$ cat config.mk
export PLATFORM = sky130hd
export DESIGN_NAME = inst_encoder_loader
export DESIGN_NICKNAME = d
export VERILOG_FILES = /design/src/rtl/inst_encoder_loader.sv
export SDC_FILE = /design/constraint.sdc
export NUM_CORES = 1
export LEC_CHECK = 0
export CAP_MARGIN = 20
export CORE_ASPECT_RATIO = 1.1
export CORE_MARGIN = 1
export CORE_UTILIZATION = 65
export CTS_CLUSTER_DIAMETER = 40
export CTS_CLUSTER_SIZE = 12
export DETAILED_ROUTE_END_ITERATION = 12
export DONT_BUFFER_PORTS = 1
export PLACE_DENSITY = 0.9
export SETUP_SLACK_MARGIN = 0.15
export SLEW_MARGIN = 20
export SYNTH_ARGS = -nofsm -noshare
export SYNTH_HDL_FRONTEND = slang
export SYNTH_SLANG_ARGS = --single-unit
$ cat constraint.sdc
create_clock -name clk -period 3.1 [get_ports clk]
set_input_delay 0.31 -clock clk [delete_from_list [all_inputs] [get_ports clk]]
set_output_delay 0.31 -clock clk [all_outputs]
set_load 0.005 [all_outputs]
$ cat src/rtl/inst_encoder_loader.sv
// Instruction encoder/loader: packs field bundles into 32-bit instruction words and
// writes them to consecutive IMEM words, holding the CPU in reset until the load completes.
//
// state | meaning
// IDLE  | after reset, waiting for start, CPU held
// LOAD  | accepting bundles, one IMEM write per legal bundle
// DONE  | program loaded, CPU released
// ERR   | illegal format or overflow, CPU held, err_code valid
module inst_encoder_loader #(
   parameter logic [31:0] BASE_ADDR = 32'h0000_0000,
   parameter int          DEPTH     = 64
) (
   input  logic        clk,
   input  logic        clr,
   input  logic        start,
   input  logic        in_valid,
   output logic        in_ready,
   input  logic [1:0]  fmt,
   input  logic [5:0]  op,
   input  logic [5:0]  func,
   input  logic [4:0]  rs,
   input  logic [4:0]  rt,
   input  logic [4:0]  rd,
   input  logic [15:0] imm,
   input  logic [25:0] target,
   input  logic        last,
   output logic        im_we,
   output logic [31:0] im_addr,
   output logic [31:0] im_wdata,
   output logic        cpu_hold,
   output logic        done,
   output logic [6:0]  count,
   output logic [1:0]  err_code
);

   typedef enum logic [1:0] {IDLE, LOAD, DONE, ERR} state_t;

   localparam logic [6:0] DEPTH_C = 7'(DEPTH);

   state_t      state;
   logic        we_q;
   logic        hs;
   logic [31:0] word;
   logic [31:0] next_addr;
   logic [6:0]  count_inc;

   assign hs        = in_valid & in_ready;
   assign next_addr = BASE_ADDR + {23'b0, count, 2'b00};
   assign count_inc = count + 7'd1;

   always_comb begin
      word = '0;
      case (fmt)
         2'b00:   word = {op, func, 5'b0, rd, rs, rt};
         2'b01:   word = {op, imm, rs, rt};
         2'b10:   word = {op, target};
         default: word = '0;
      endcase
   end

   // clr kills a write strobe already on its way out, so a load aborted right after
   // a handshake leaves that word unwritten.
   assign im_we = we_q & ~clr;

   always_ff @(posedge clk) begin
      if (clr) begin
         state    <= IDLE;
         in_ready <= 1'b0;
         we_q     <= 1'b0;
         im_addr  <= BASE_ADDR;
         im_wdata <= '0;
         cpu_hold <= 1'b1;
         done     <= 1'b0;
         count    <= '0;
         err_code <= 2'b00;
      end else begin
         we_q <= 1'b0;
         case (state)
            IDLE, DONE, ERR: begin
               if (start) begin
                  state    <= LOAD;
                  in_ready <= 1'b1;
                  im_addr  <= BASE_ADDR;
                  cpu_hold <= 1'b1;
                  done     <= 1'b0;
                  count    <= '0;
                  err_code <= 2'b00;
               end
            end
            LOAD: begin
               if (hs) begin
                  if (fmt == 2'b11) begin
                     state    <= ERR;
                     in_ready <= 1'b0;
                     err_code <= 2'b01;
                  end else begin
                     we_q     <= 1'b1;
                     im_addr  <= next_addr;
                     im_wdata <= word;
                     count    <= count_inc;
                     if (last) begin
                        state    <= DONE;
                        in_ready <= 1'b0;
                        done     <= 1'b1;
                        cpu_hold <= 1'b0;
                     end else if (count_inc == DEPTH_C) begin
                        state    <= ERR;
                        in_ready <= 1'b0;
                        err_code <= 2'b10;
                     end
                  end
               end
            end
            default: state <= IDLE;
         endcase
      end
   end

endmodule

# Word-level counts from Yosys, hierarchy flattened
# Index checks and enable logic that the tools add are counted.
classes:
  add_sub_neg: 1
  n_eq_ne: 14
  mux: 37
  bitwise_logic: 6
  n_reduce_logical: 9
ops:
  columns: ["op", "count"]
  rows:
  - ["$mux W32", 3]
  - ["$pmux W32 S3", 1]
  - ["$pmux W32 S2", 1]
  - ["$mux W7", 3]
  - ["$mux W2", 10]
  - ["$pmux W7 S2", 1]
  - ["$mux W1", 13]
  - ["$reduce_and A3 Y1", 3]
  - ["$eq A2 B2 Y1 const B", 4]
  - ["$ne A2 B2 Y1 const B", 4]
  - ["$pmux W2 S2", 2]
  - ["$reduce_and A4 Y1", 2]
  - ["$add A7 B1 Y7 const B", 1]
  - ["$eq A7 B7 Y1 const B", 1]
  - ["$ne A3 B3 Y1 const B", 2]
  - ["$pmux W1 S2", 3]
  - ["$reduce_or A3 Y1", 2]
  - ["$eq A2 B1 Y1 const B", 2]
  - ["$logic_not A2 Y1", 2]
  - ["$ne A4 B4 Y1 const B", 1]
  - ["$not A1 Y1", 4]
  - ["$and A1 B1 Y1", 2]
totals:
  ff_bits: 79
  in_bits: 76
  output_inout_bits: 77
  wordCells: 76

# Logic depth before layout (Yosys ltp)
# Gate-level depths: netlist of the first run.
depth:
  depth_word: 7
  depth_mapped: 7

# Least setup slack after synthesis of the first run
# Ideal clock, no wire load.
synth_path:
  path_kind: "register -> register"
  from: "register count[0]"
  to: "register err_code[0]"
  setup_time_ns: 0.116
  arrival_ns: 1.614
  setup_slack_ns: 1.370
  stages_incl_launch_ff: 7
  path_buffers: 0
  synth_period_minus_slack_ns: 1.730
  path_cell_list: "dfxtp_1 ha_1 nand2_1 nor4_1 a311oi_1 or4_1 a31o_1"
synth_between:
  elab_chain_len: 4
synth_lines:
  columns: ["item", "line_no", "rtl"]
  rows:
  - ["from (decl)", "32", "output logic [6:0] count,"]
  - ["from (signal assigned)", "100", "count <= count_inc;"]
  - ["$add A7 B1 Y7", "49", "assign count_inc = count + 7'd1;"]
  - ["$eq A7 B7 Y1", "106", "end else if (count_inc == DEPTH_C) begin"]
  - ["$ne A3 B3 Y1 (no line)", null, null]
  - ["$reduce_and A4 Y1 (no line)", null, null]
  - ["to (signal assigned)", "75", "err_code <= 2'b00;"]
  - ["to (signal assigned)", "95", "err_code <= 2'b01;"]
  - ["to (signal assigned)", "109", "err_code <= 2'b10;"]
  - ["to (decl)", "33", "output logic [1:0] err_code"]
# Every way passes these cells.
# A chain may end at the register's enable or synchronous reset.

# Worst setup path after layout of the first run
layout_path:
  from: "register state[0]"
  to: "register count[6]"
layout_between:
  elab_chain_len: 4
  elab_cells_between_ends: 10
layout_lines:
  columns: ["item", "line_no", "rtl"]
  rows:
  - ["from (decl)", "40", "state_t state;"]
  - ["from (signal assigned)", "67", "state <= IDLE;"]
  - ["from (signal assigned)", "81", "state <= LOAD;"]
  - ["from (signal assigned)", "93", "state <= ERR;"]
  - ["$eq A2 B2 Y1 / $logic_not A2 Y1 (equally long branches)", "78", "case (state)"]
  - ["$reduce_or A3 Y1", "78", null]
  - ["$ne A2 B2 Y1 (no line)", null, null]
  - ["$reduce_and A3 Y1 (no line)", null, null]
# Parallel ways exist; a longest one is shown, timed or not.

==> parameters.txt, run 1 <==
Parameter                              Value

Detailed routing
  Total wire length    5.75 mm
  Detailed-route DRC error count    0
  Via count    2033
  Number of iterations in the first detailed-routing pass    4
  Detail Route Antenna Nets    0
  Routed len/inst    17.6 um
  Average via count per standard cell    6.22
  Number of violations reported at the end of detailed-routing iteration 0    115

Worst setup path
  Biggest cell delay along the critical path    0.75 ns
  Largest fanout of any net on the critical path    12
  Worst path cell trace    nor2b_1 -> nand3_1 -> a21oi_1 -> o21ai_0 -> o21ai_0
  Slowest library cell on the worst path    sky130_fd_sc_hd__a21oi_1
  Data arrival time of the critical path    2.22 ns
  Library cell appearing most often on the critical path    sky130_fd_sc_hd__o21ai_0
  Cells on worst reg2reg path    5
  Worst path required time    3.34 ns
  Setup crit start kind    flip-flop
  CP Capture Type    flip-flop
  Worst Setup Path Type    reg2reg

Clock tree
  Post-cts hold buffer count    0
  CTS root buffer    sky130_fd_sc_hd__clkbuf_8
  Number of H-tree levels    2
  Clock buffer count from CTS    5
  Max Root-Sink Buffers    2
  Clock tree from TritonCTS    yes
  Clock insertion delay at the later pin of the skew report    0.30 ns
  CTS clock-pin slew for the worst setup and hold paths    0.09 ns
  Setup Fix Bufs, Post-CTS    0
  CTS resizes    0
  Clock sinks    54

Layout
  Number of antenna diodes    0
  Count of nets after finishing    353
  Area of all placed cells without fillers    0.00254 mm2
  Proportion of layout cells with a drive suffix above 1    0.0866
  Area grow syn2layout    0.793%

STA
  Fin Clk Skew    0.00759 ns
  Smallest hold slack    0.0742 ns
  Max Clock Freq    0.503 GHz
  Final Cycle Share    0.641
  Tmin final    1.99 ns
  Total negative slack    0 ns
  Setup repair after global routing missed its margin    no
  Worst slew pin tran    1.02 ns
  Number of hold violations in the final report    0
  Slew Limit Headroom    0.321
  Max-slew violation count    0
  Total setup violations reported at the end of the flow    0

Power
  Power spent charging and discharging nets    0.293 mW
  Cell Pwr Density    506 mW/mm2
  Sum of internal, switching and leakage power    1.29 mW
  Cell leakage power    0.880 nW
  Internal power    0.994 mW
  Share of total power in sequential cells    0.566
  Max rail drop VDD    0.358 mV
  Portion of total power attributed to the clock network    0.354
  Combinational share of power    0.080
  Switch share    0.227

Flow run
  Reported max-cap violation count    0

Synthesis
  Most frequently used flop master after synthesis    sky130_fd_sc_hd__dfxtp_1
  Unique cell type count in the Yosys netlist    44
  Total number of yosys warnings    0
  Fraction of the mapped netlist area in compound gates    0.207
  Post-synthesis sequential element count    54
  Post-synth top area cell    sky130_fd_sc_hd__dfxtp_1
  Library cell with the highest instance count after synthesis    sky130_fd_sc_hd__dfxtp_1
  Combinational family with the most area after synthesis    compound AO/OA/AOI/OAI gates
  Top post-synthesis cells by area    sky130_fd_sc_hd__dfxtp_1, sky130_fd_sc_hd__a221oi_1, sky130_fd_sc_hd__buf_4
  Number of enable-type register cells in the synthesized netlist    0
  Area share of the largest cell type after synthesis    0.428
  Area fraction in and, or, nand and nor cells after synthesis    0.188
  Register area share after synthesis    0.428
  Adder-cell share of the synthesized area    0.00496
  Xor-xnor portion of the synthesized cell area    0.00347
  Async S/R FF share, synth    0
  Mux contribution to synthesized area    0.0550
  Post-synthesis instance area    0.00252 mm2
  Mean Syn Cell Area    8.82 um2
  Synth Instances    286
  Synth cell count leaders    sky130_fd_sc_hd__dfxtp_1, sky130_fd_sc_hd__nor2_1, sky130_fd_sc_hd__nor3_1

Die
  Initial core utilization    0.685
  Core Box Area    0.00368 mm2
  Die extent in y    67.4 um
  Die Outline Area    0.00414 mm2
  Die Width    61.4 um
  # IOs    153
  Row Count    23

Place
  # port buffers    0
  Detailed placement HPWL    4.10 mm
  Placed instance area    0.00244 mm2
  Placer congestion estimate    0.817

Global routing
  Total gr overflow    0
  Number of global-route vias before repair    1820
  Largest net degree at the start of global routing    49
  Overall routing resource usage    0.279
  First-pass GRT wire length    8.47 mm
  Antenna violations before repair    0

Status
  Run status    finished, final reports clean

Worst hold path
  Class of the tightest hold or removal check    in2reg
  Depth of the worst hold-timing path    1
==> layout make-up <==
cell class              count  area, um2
flip-flops and latches     54       1080
inverters                   5       18.8
well taps                  50       62.6
fillers                   305       1140
multi-input cells         207       1250
clock buffers               7       76.3
repair buffers              3       22.5
clock inverters             1       30.0
==> critical path, delay by kind of cell (launching register included) <==
| family | cells | cell delay [ns] |
|---|---|---|
| and+or+nand+nor | 2 | 0.50 |
| DFF | 1 | 0.38 |
| AOI/OAI and AO/OA | 3 | 1.04 |
==> per-layer routing <==
layer	up-vias	part of all wire	global-route usage
met1	944	0.39	0.319
met5	-	0	0
met2	104	0.50	0.451
met3	7	0.099	0.103
met4	0	0.017	0.142
li1	978	-	-
==> power groups by stage <==
| stage | clock (mW) | combinational (mW) | sequential (mW) |
|---|---|---|---|
| finish | 0.455 | 0.103 | 0.729 |
| global route | 0.488 | 0.118 | 0.732 |
| CTS | 0.458 | 0.102 | 0.729 |
| detailed placement | 0 | 0.102 | 0.745 |
| global placement | 0 | 0.0983 | 0.744 |
| floorplan | 0 | 0.121 | 0.740 |
==> cell usage in the layout (no fill, tap or decap), types with 4 or more instances in the layout <==
cell type	n
sky130_fd_sc_hd__a21oi_1	12
sky130_fd_sc_hd__a221oi_1	27
sky130_fd_sc_hd__a22o_1	9
sky130_fd_sc_hd__clkbuf_8	5
sky130_fd_sc_hd__conb_1	25
sky130_fd_sc_hd__dfxtp_1	54
sky130_fd_sc_hd__inv_1	5
sky130_fd_sc_hd__mux2_2	11
sky130_fd_sc_hd__nand2_1	21
sky130_fd_sc_hd__nor2_1	30
sky130_fd_sc_hd__nor2b_1	4
sky130_fd_sc_hd__nor3_1	28
sky130_fd_sc_hd__o21ai_0	5
==> kinds of logic after synthesis <==
logic type | after synthesis
adder cells (fa/ha/maj) | 1
other | 1
multiplexers | 12
XOR/XNOR | 1
AND/OR/NAND/NOR | 100
buffers and inverters | 49
AO/OA/AOI/OAI | 68
flip-flops | 54
==> registers in the layout, summed over array words and instances (netlist names) <==
name	flops
im_wdata	32
count	7
im_addr	7
err_code	2
state	2
cpu_hold	1
done	1
in_ready	1
we_q	1
==> final timing paths <==
| kind | start | endpoint | slack [ns] |
|---|---|---|---|
| max reg2reg | state[0] | count[6] | 1.11 |
| min | clr | im_wdata[4] | 0.07 |
| max | state[0] | count[6] | 1.11 |
| min reg2reg | im_wdata[26] | im_wdata[26] | 0.47 |
==> per-stage QoR <==
| step | util | setup WS [ns] | std cells |
|---|---|---|---|
| after floorplan | - | 1.37 | 310 |
| after global placement | 0.662 | 1.15 | 319 |
| after detailed placement | 0.662 | 1.07 | 319 |
| after CTS | 0.691 | 1.12 | 327 |
| after global routing | 0.691 | 0.895 | 327 |
| final | 0.691 | 1.11 | 327 |
No activity file was read; power rests on OpenSTA's default activity.
==> inputs of run 2 (changes only) <==
--- a/config.mk
+++ b/config.mk
@@ -8,12 +8,12 @@
 export CAP_MARGIN = 20
 export CORE_ASPECT_RATIO = 1.1
 export CORE_MARGIN = 1
-export CORE_UTILIZATION = 65
+export CORE_UTILIZATION = 62
 export CTS_CLUSTER_DIAMETER = 40
 export CTS_CLUSTER_SIZE = 12
 export DETAILED_ROUTE_END_ITERATION = 12
 export DONT_BUFFER_PORTS = 1
-export PLACE_DENSITY = 0.9
+export PLACE_DENSITY = 0.87
 export SETUP_SLACK_MARGIN = 0.15
 export SLEW_MARGIN = 20
 export SYNTH_ARGS = -nofsm -noshare
==> constraint.sdc (replaced) <==
create_clock -name clk -period 2 [get_ports clk]
set_input_delay 0.2 -clock clk [delete_from_list [all_inputs] [get_ports clk]]
set_output_delay 0.2 -clock clk [all_outputs]
set_load 0.005 [all_outputs]
==> parameters.txt, run 2 (same netlist as run 1, synthesis figures left out) <==
Parameter                              Value

Worst setup path
  Setup crit start kind    flip-flop
  CP Capture Type    flip-flop
  Worst Setup Path Type    reg2reg
  Cells on worst reg2reg path    6 (+1)
  Data arrival time of the critical path    1.98 ns (-0.24 ns)
  Worst path required time    2.19 ns (-1.15 ns)
  Largest fanout of any net on the critical path    7 (-5)

Layout
  Largest register FFs    32 (unchanged)
  Largest reg by FF count    im_wdata
  Area of all placed cells without fillers    0.00263 mm2 (+3.4%)
  Number of antenna diodes    0 (unchanged)
  Number of standard cells in the final layout excluding fillers    334 (+2.1%)
  Top Registers    im_wdata (32), count (7), im_addr (7)
  Proportion of layout cells with a drive suffix above 1    0.134 (+0.0472)
  Count of nets after finishing    360 (+2.0%)
  Most common cell after layout, fill and taps aside    sky130_fd_sc_hd__dfxtp_1
  Area grow syn2layout    4.26%
  Commonest cells after routing, fill and taps aside    sky130_fd_sc_hd__dfxtp_1, sky130_fd_sc_hd__nor2_1, sky130_fd_sc_hd__nor3_1

Die
  Core Box Area    0.00377 mm2 (+2.3%)
  Row Count    23 (unchanged)
  Die Width    62.8 um (+2.3%)
  Die Outline Area    0.00433 mm2 (+4.7%)
  Die extent in y    68.9 um (+2.3%)
  # IOs    153 (unchanged)
  Initial core utilization    0.669 (-0.0157)

Detailed routing
  Average via count per standard cell    6.22 (about the same)
  Detail Route Antenna Nets    0 (unchanged)
  Via count    2076 (+2.1%)
  Number of violations reported at the end of detailed-routing iteration 0    197 (+71%)
  Number of iterations in the first detailed-routing pass    4 (unchanged)
  Total wire length    5.94 mm (+3.3%)
  Detailed-route DRC error count    0 (unchanged)
  Routed len/inst    17.8 um (+1.2%)

Place
  # port buffers    0 (unchanged)
  DP Cell Count    324 (+1.6%)
  Detailed placement HPWL    4.11 mm (+0.36%)
  Pre-CTS WS    0.0535 ns (-1.01 ns)
  Placer congestion estimate    0.809 (-1.1%)
  Placed instance area    0.00247 mm2 (+1.5%)

Status
  Run status    finished, final reports clean

STA
  Fin Clk Skew    0.00657 ns (-0.00102 ns)
  Slew Limit Headroom    0.298 (-0.0237)
  Max Clock Freq    0.558 GHz (+11%)
  Tmin final    1.79 ns (-0.193 ns)
  Total negative slack    0 ns (unchanged)
  Final Cycle Share    0.896 (+0.256)
  Setup ws final    0.207 ns (-0.907 ns)
  Number of hold violations in the final report    0 (unchanged)
  Max-slew violation count    0 (unchanged)
  Setup repair after global routing missed its margin    yes
  Worst slew pin tran    1.05 ns (+0.0355 ns)
  Total setup violations reported at the end of the flow    0 (unchanged)

Clock tree
  CTS root buffer    sky130_fd_sc_hd__clkbuf_8
  Number of H-tree levels    2 (unchanged)
  Clock sinks    54 (unchanged)
  Clock tree from TritonCTS    yes
  CTS clock-pin slew for the worst setup and hold paths    0.09 ns (about the same)
  Max Root-Sink Buffers    2 (unchanged)
  Clock buffer count from CTS    5 (unchanged)
  Clock insertion delay at the later pin of the skew report    0.30 ns (about the same)

Flow run
  Reported max-cap violation count    0 (unchanged)

Global routing
  Overall routing resource usage    0.266 (-0.0128)
  Antenna violations before repair    0 (unchanged)
  Total gr overflow    0 (unchanged)
  Largest net degree at the start of global routing    36 (-27%)
  Number of global-route vias before repair    1876 (+3.1%)
  First-pass GRT wire length    8.78 mm (+3.7%)

Power
  Cell Pwr Density    756 mW/mm2 (+49%)
  Max rail drop VDD    0.540 mV (+51%)
  Cell leakage power    0.923 nW (+4.9%)

Worst hold path
  Class of the tightest hold or removal check    in2reg
  Depth of the worst hold-timing path    1 (unchanged)
-- run 2: changes by cell type in the layout (fill, tap and decap cells not counted) --
cell / delta
sky130_fd_sc_hd__ha_1: -1
sky130_fd_sc_hd__buf_12: +1
sky130_fd_sc_hd__clkbuf_8: +3
sky130_fd_sc_hd__dfxtp_2: +3
sky130_fd_sc_hd__nor4_2: +1
sky130_fd_sc_hd__buf_4: +5
sky130_fd_sc_hd__ha_2: +1
sky130_fd_sc_hd__dlygate4sd3_1: +1
sky130_fd_sc_hd__dfxtp_1: -4
sky130_fd_sc_hd__bufinv_16: -1
sky130_fd_sc_hd__clkbuf_1: -2
sky130_fd_sc_hd__dfxtp_4: +1
sky130_fd_sc_hd__nor4_1: -1
-- run 2: report_power, final --
| part | switching [mW] | internal (mW) | leakage (nW) |
|---|---|---|---|
| Clock | 0.326 | 0.350 | 0.0575 |
| Combinational | 0.110 | 0.0737 | 0.427 |
| Sequential | 0.0261 | 1.10 | 0.439 |
-- run 2: final cells by class --
cell class / count / area, um2
fillers: 312 / 1140
repair buffers: 10 / 90.1
clock buffers: 8 / 110
flip-flops and latches: 54 / 1090
well taps: 50 / 62.6
multi-input cells: 207 / 1260
inverters: 5 / 18.8
-- run 2: worst paths after layout --
path                                  start          end  slack, ns
worst min-delay path                  start         done       0.01
worst max-delay path               count[1]  err_code[0]       0.21
worst max register to register     count[1]  err_code[0]       0.21
worst min register to register  err_code[1]  err_code[1]       0.48
-- run 2: through the flow --
stage	hold slack (ns)	utilization	power (mW)
finish	0.0123	0.698	1.99
global route	0.00265	0.698	2.08
CTS	0.00519	0.692	2.00
detailed placement	0.276	0.656	1.32
global placement	0.273	0.656	1.31
floorplan	0.311	-	1.33
-- run 2: timing repair --
action,in CTS,in global routing
hold buffers,1,1
pin swaps,0,0
gates resized for setup,3,4
cloned,0,0
hold endpoints to repair,35,2
buffers inserted,0,0
endpoints found under the setup margin,2,3
-- run 2: worst max-delay path, cell delays in order (launching register included) --
cell                       delay [ns]
sky130_fd_sc_hd__dfxtp_2         0.42
sky130_fd_sc_hd__ha_2            0.26
sky130_fd_sc_hd__nand2_1         0.08
sky130_fd_sc_hd__nor4_2          0.15
sky130_fd_sc_hd__a311oi_1        0.08
sky130_fd_sc_hd__or4_1           0.44
sky130_fd_sc_hd__a31o_1          0.25
-- run 2: layer usage --
| layer | wire length, um | GRT usage |
|---|---|---|
| met1 | 2260 | 0.289 |
| met2 | 3050 | 0.476 |
| met3 | 574 | 0.110 |
| met4 | 48 | 0.0901 |
| met5 | 0 | 0 |
==> inputs of run 3 (changes only) <==
--- a/config.mk
+++ b/config.mk
@@ -8,12 +8,12 @@
 export CAP_MARGIN = 20
 export CORE_ASPECT_RATIO = 1.1
 export CORE_MARGIN = 1
-export CORE_UTILIZATION = 62
+export CORE_UTILIZATION = 56
 export CTS_CLUSTER_DIAMETER = 40
 export CTS_CLUSTER_SIZE = 12
 export DETAILED_ROUTE_END_ITERATION = 12
 export DONT_BUFFER_PORTS = 1
-export PLACE_DENSITY = 0.87
+export PLACE_DENSITY = 0.83
 export SETUP_SLACK_MARGIN = 0.15
 export SLEW_MARGIN = 20
 export SYNTH_ARGS = -nofsm -noshare
==> constraint.sdc (replaced) <==
create_clock -name clk -period 1.46 [get_ports clk]
set_input_delay 0.146 -clock clk [delete_from_list [all_inputs] [get_ports clk]]
set_output_delay 0.146 -clock clk [all_outputs]
set_load 0.005 [all_outputs]
==> parameters.txt, run 3 (same netlist as run 1, synthesis figures left out) <==
Parameter                              Value

Place
  # port buffers    0 (unchanged)
  Detailed placement HPWL    4.44 mm (+7.9%)
  Placer congestion estimate    0.813 (+0.57%)
  Pre-CTS WS    -0.158 ns (-0.211 ns)

Detailed routing
  Detail Route Antenna Nets    0 (unchanged)
  Average via count per standard cell    7.66 (+23%)
  Total wire length    13.1 mm (+120%)
  Number of violations reported at the end of detailed-routing iteration 0    308 (+56%)
  Via count    3048 (+47%)
  Detailed-route DRC error count    0 (unchanged)
  Routed len/inst    32.9 um (+85%)
  Number of iterations in the first detailed-routing pass    5 (+1)

Status
  Failing checks    negative setup slack
  Run status    complete, but fails checks

Layout
  Final cell utilization of the core    0.966 (+0.268)
  Count of filler cells inserted in the layout    79 (-75%)
  Footprint of the flip-flops and latches    0.00110 mm2 (+0.92%)
  Total area of multi-input combinational cells    0.00209 mm2 (+66%)
  Count of nets after finishing    420 (+17%)
  Largest reg by FF count    im_wdata
  Proportion of layout cells with a drive suffix above 1    0.576 (+0.442)
  Top Registers    im_wdata (32), count (7), im_addr (7)
  Commonest cells after routing, fill and taps aside    sky130_fd_sc_hd__dfxtp_1, sky130_fd_sc_hd__conb_1, sky130_fd_sc_hd__buf_4
  Number of antenna diodes    0 (unchanged)
  Most common cell after layout, fill and taps aside    sky130_fd_sc_hd__dfxtp_1
  Area grow syn2layout    65.3%
  Largest register FFs    32 (unchanged)

Power
  Cell leakage power    1.58 nW (+71%)
  Cell Pwr Density    733 mW/mm2 (-2.9%)
  Max rail drop VDD    0.744 mV (+38%)

Worst setup path
  Worst Setup Path Type    reg2reg
  Largest fanout of any net on the critical path    4 (-3)
  Slowest library cell on the worst path    sky130_fd_sc_hd__or4_4
  Worst path required time    1.68 ns (-0.51 ns)
  Sum of buffers and inverters on the critical path    0 (unchanged)
  Largest delay share family, worst path    simple AND/OR/NAND/NOR gates
  CP Capture Type    flip-flop
  Data arrival time of the critical path    2.05 ns (+0.07 ns)
  Setup crit start kind    flip-flop
  Reg-to-reg setup timing slack    -0.37 ns (-0.58 ns)
  Worst path cell trace    nand3_4 -> nor4_2 -> a311oi_2 -> or4_4 -> a31o_1
  Biggest cell delay along the critical path    0.47 ns (+0.03 ns)

STA
  Setup repair after global routing missed its margin    yes
  Total negative slack    -6.75 ns (-6.75 ns)
  Fin Clk Skew    0.00964 ns (+0.00307 ns)
  Final Cycle Share    1.26 (+0.359)
  Tmin final    1.83 ns (+0.0401 ns)
  Total setup violations reported at the end of the flow    51 (+51)
  Slew Limit Headroom    0.0514 (-0.246)
  Number of hold violations in the final report    0 (unchanged)
  Worst slew pin tran    1.42 ns (+0.367 ns)
  Max Clock Freq    0.546 GHz (-2.2%)
  Smallest hold slack    0.0369 ns (+0.0246 ns)
  Max-slew violation count    0 (unchanged)
  Setup ws final    -0.373 ns (-0.580 ns)

Clock tree
  Clock tree from TritonCTS    yes
  CTS root buffer    sky130_fd_sc_hd__clkbuf_8
  Clock sinks    54 (unchanged)
  Max Root-Sink Buffers    2 (unchanged)
  CTS clock-pin slew for the worst setup and hold paths    0.11 ns (+0.02 ns)
  Clock buffer count from CTS    5 (unchanged)
  Number of H-tree levels    2 (unchanged)
  Clock insertion delay at the later pin of the skew report    0.32 ns (+0.02 ns)

Global routing
  Antenna violations before repair    0 (unchanged)
  Total gr overflow    0 (unchanged)
  Number of global-route vias before repair    2363 (+26%)
  First-pass GRT wire length    10.6 mm (+21%)
  Largest net degree at the start of global routing    39 (+8.3%)
  Overall routing resource usage    0.293 (+0.0265)

Die
  Row Count    25 (+8.7%)
  Die Width    66.0 um (+5.1%)
  Core Box Area    0.00432 mm2 (+15%)
  # IOs    153 (unchanged)
  Die extent in y    72.4 um (+5.1%)
  Die Outline Area    0.00478 mm2 (+10%)
  Initial core utilization    0.585 (-0.0848)

Worst hold path
  Class of the tightest hold or removal check    in2reg

Flow run
  Reported max-cap violation count    0 (unchanged)
-- run 3: cell types whose count changed in the layout (fill, tap and decap cells not counted), sizes merged --
cell | before | now
clkbuf | 8 | 10
buf | 9 | 59
nand2 | 21 | 22
dlygate4sd3 | 1 | 8
-- run 3: metrics by stage --
stage | area (um2) | power (mW) | instances
floorplan | 2690 | 1.84 | 310
global placement | 2730 | 1.85 | 351
detailed placement | 2730 | 1.86 | 351
CTS | 3480 | 2.77 | 391
global route | 4170 | 3.14 | 398
finish | 4170 | 3.06 | 398
-- run 3: final cells by class --
type | instances | area share
inverter | 5 | 0.00450
clock buffer | 8 | 0.0192
sequential | 54 | 0.263
multi-input combinational | 208 | 0.501
timing repair buffer | 69 | 0.196
tap | 54 | 0.0162
-- run 3: what timing repair did --
| item | 4_1_cts | 5_1_grt |
|---|---|---|
| buffers inserted | 18 | 2 |
| gates resized for setup | 79 | 113 |
| gates cloned | 6 | 4 |
| pin swaps | 21 | 39 |
| endpoints found under the hold margin | 38 | 1 |
| hold buffers | 8 | 1 |
| endpoints found under the setup margin | 53 | 54 |
-- run 3: worst paths after layout --
kind                      from           end  cells after the start
setup / recovery      count[2]   err_code[0]                      5
hold / removal      target[23]  im_wdata[23]                      2
setup reg to reg      count[2]   err_code[0]                      5
hold reg to reg   im_wdata[30]  im_wdata[30]                      2
-- run 3: per-layer routing --
| layer | vias to the layer above | GRT usage | wire (um) |
|---|---|---|---|
| met5 | - | 0 | 0 |
| met4 | 0 | 0.116 | 1570 |
| met3 | 161 | 0.0676 | 1640 |
| met2 | 366 | 0.546 | 6130 |
| met1 | 1399 | 0.312 | 3750 |
| li1 | 1122 | - | - |
-- run 3: where the power goes --
| group | total [mW] | switching [mW] | internal [mW] |
|---|---|---|---|
| Sequential | 1.56 | 0.0486 | 1.51 |
| Combinational | 0.642 | 0.366 | 0.276 |
| Clock | 0.858 | 0.515 | 0.343 |
| Total | 3.06 | 0.930 | 2.13 |
-- run 3: worst reg2reg max path: cells and delay by family (launching register included) --
kind / cells / cell delay (ns)
AND/OR/NAND/NOR: 3 / 0.94
flip-flops: 1 / 0.44
AO/OA/AOI/OAI: 2 / 0.36
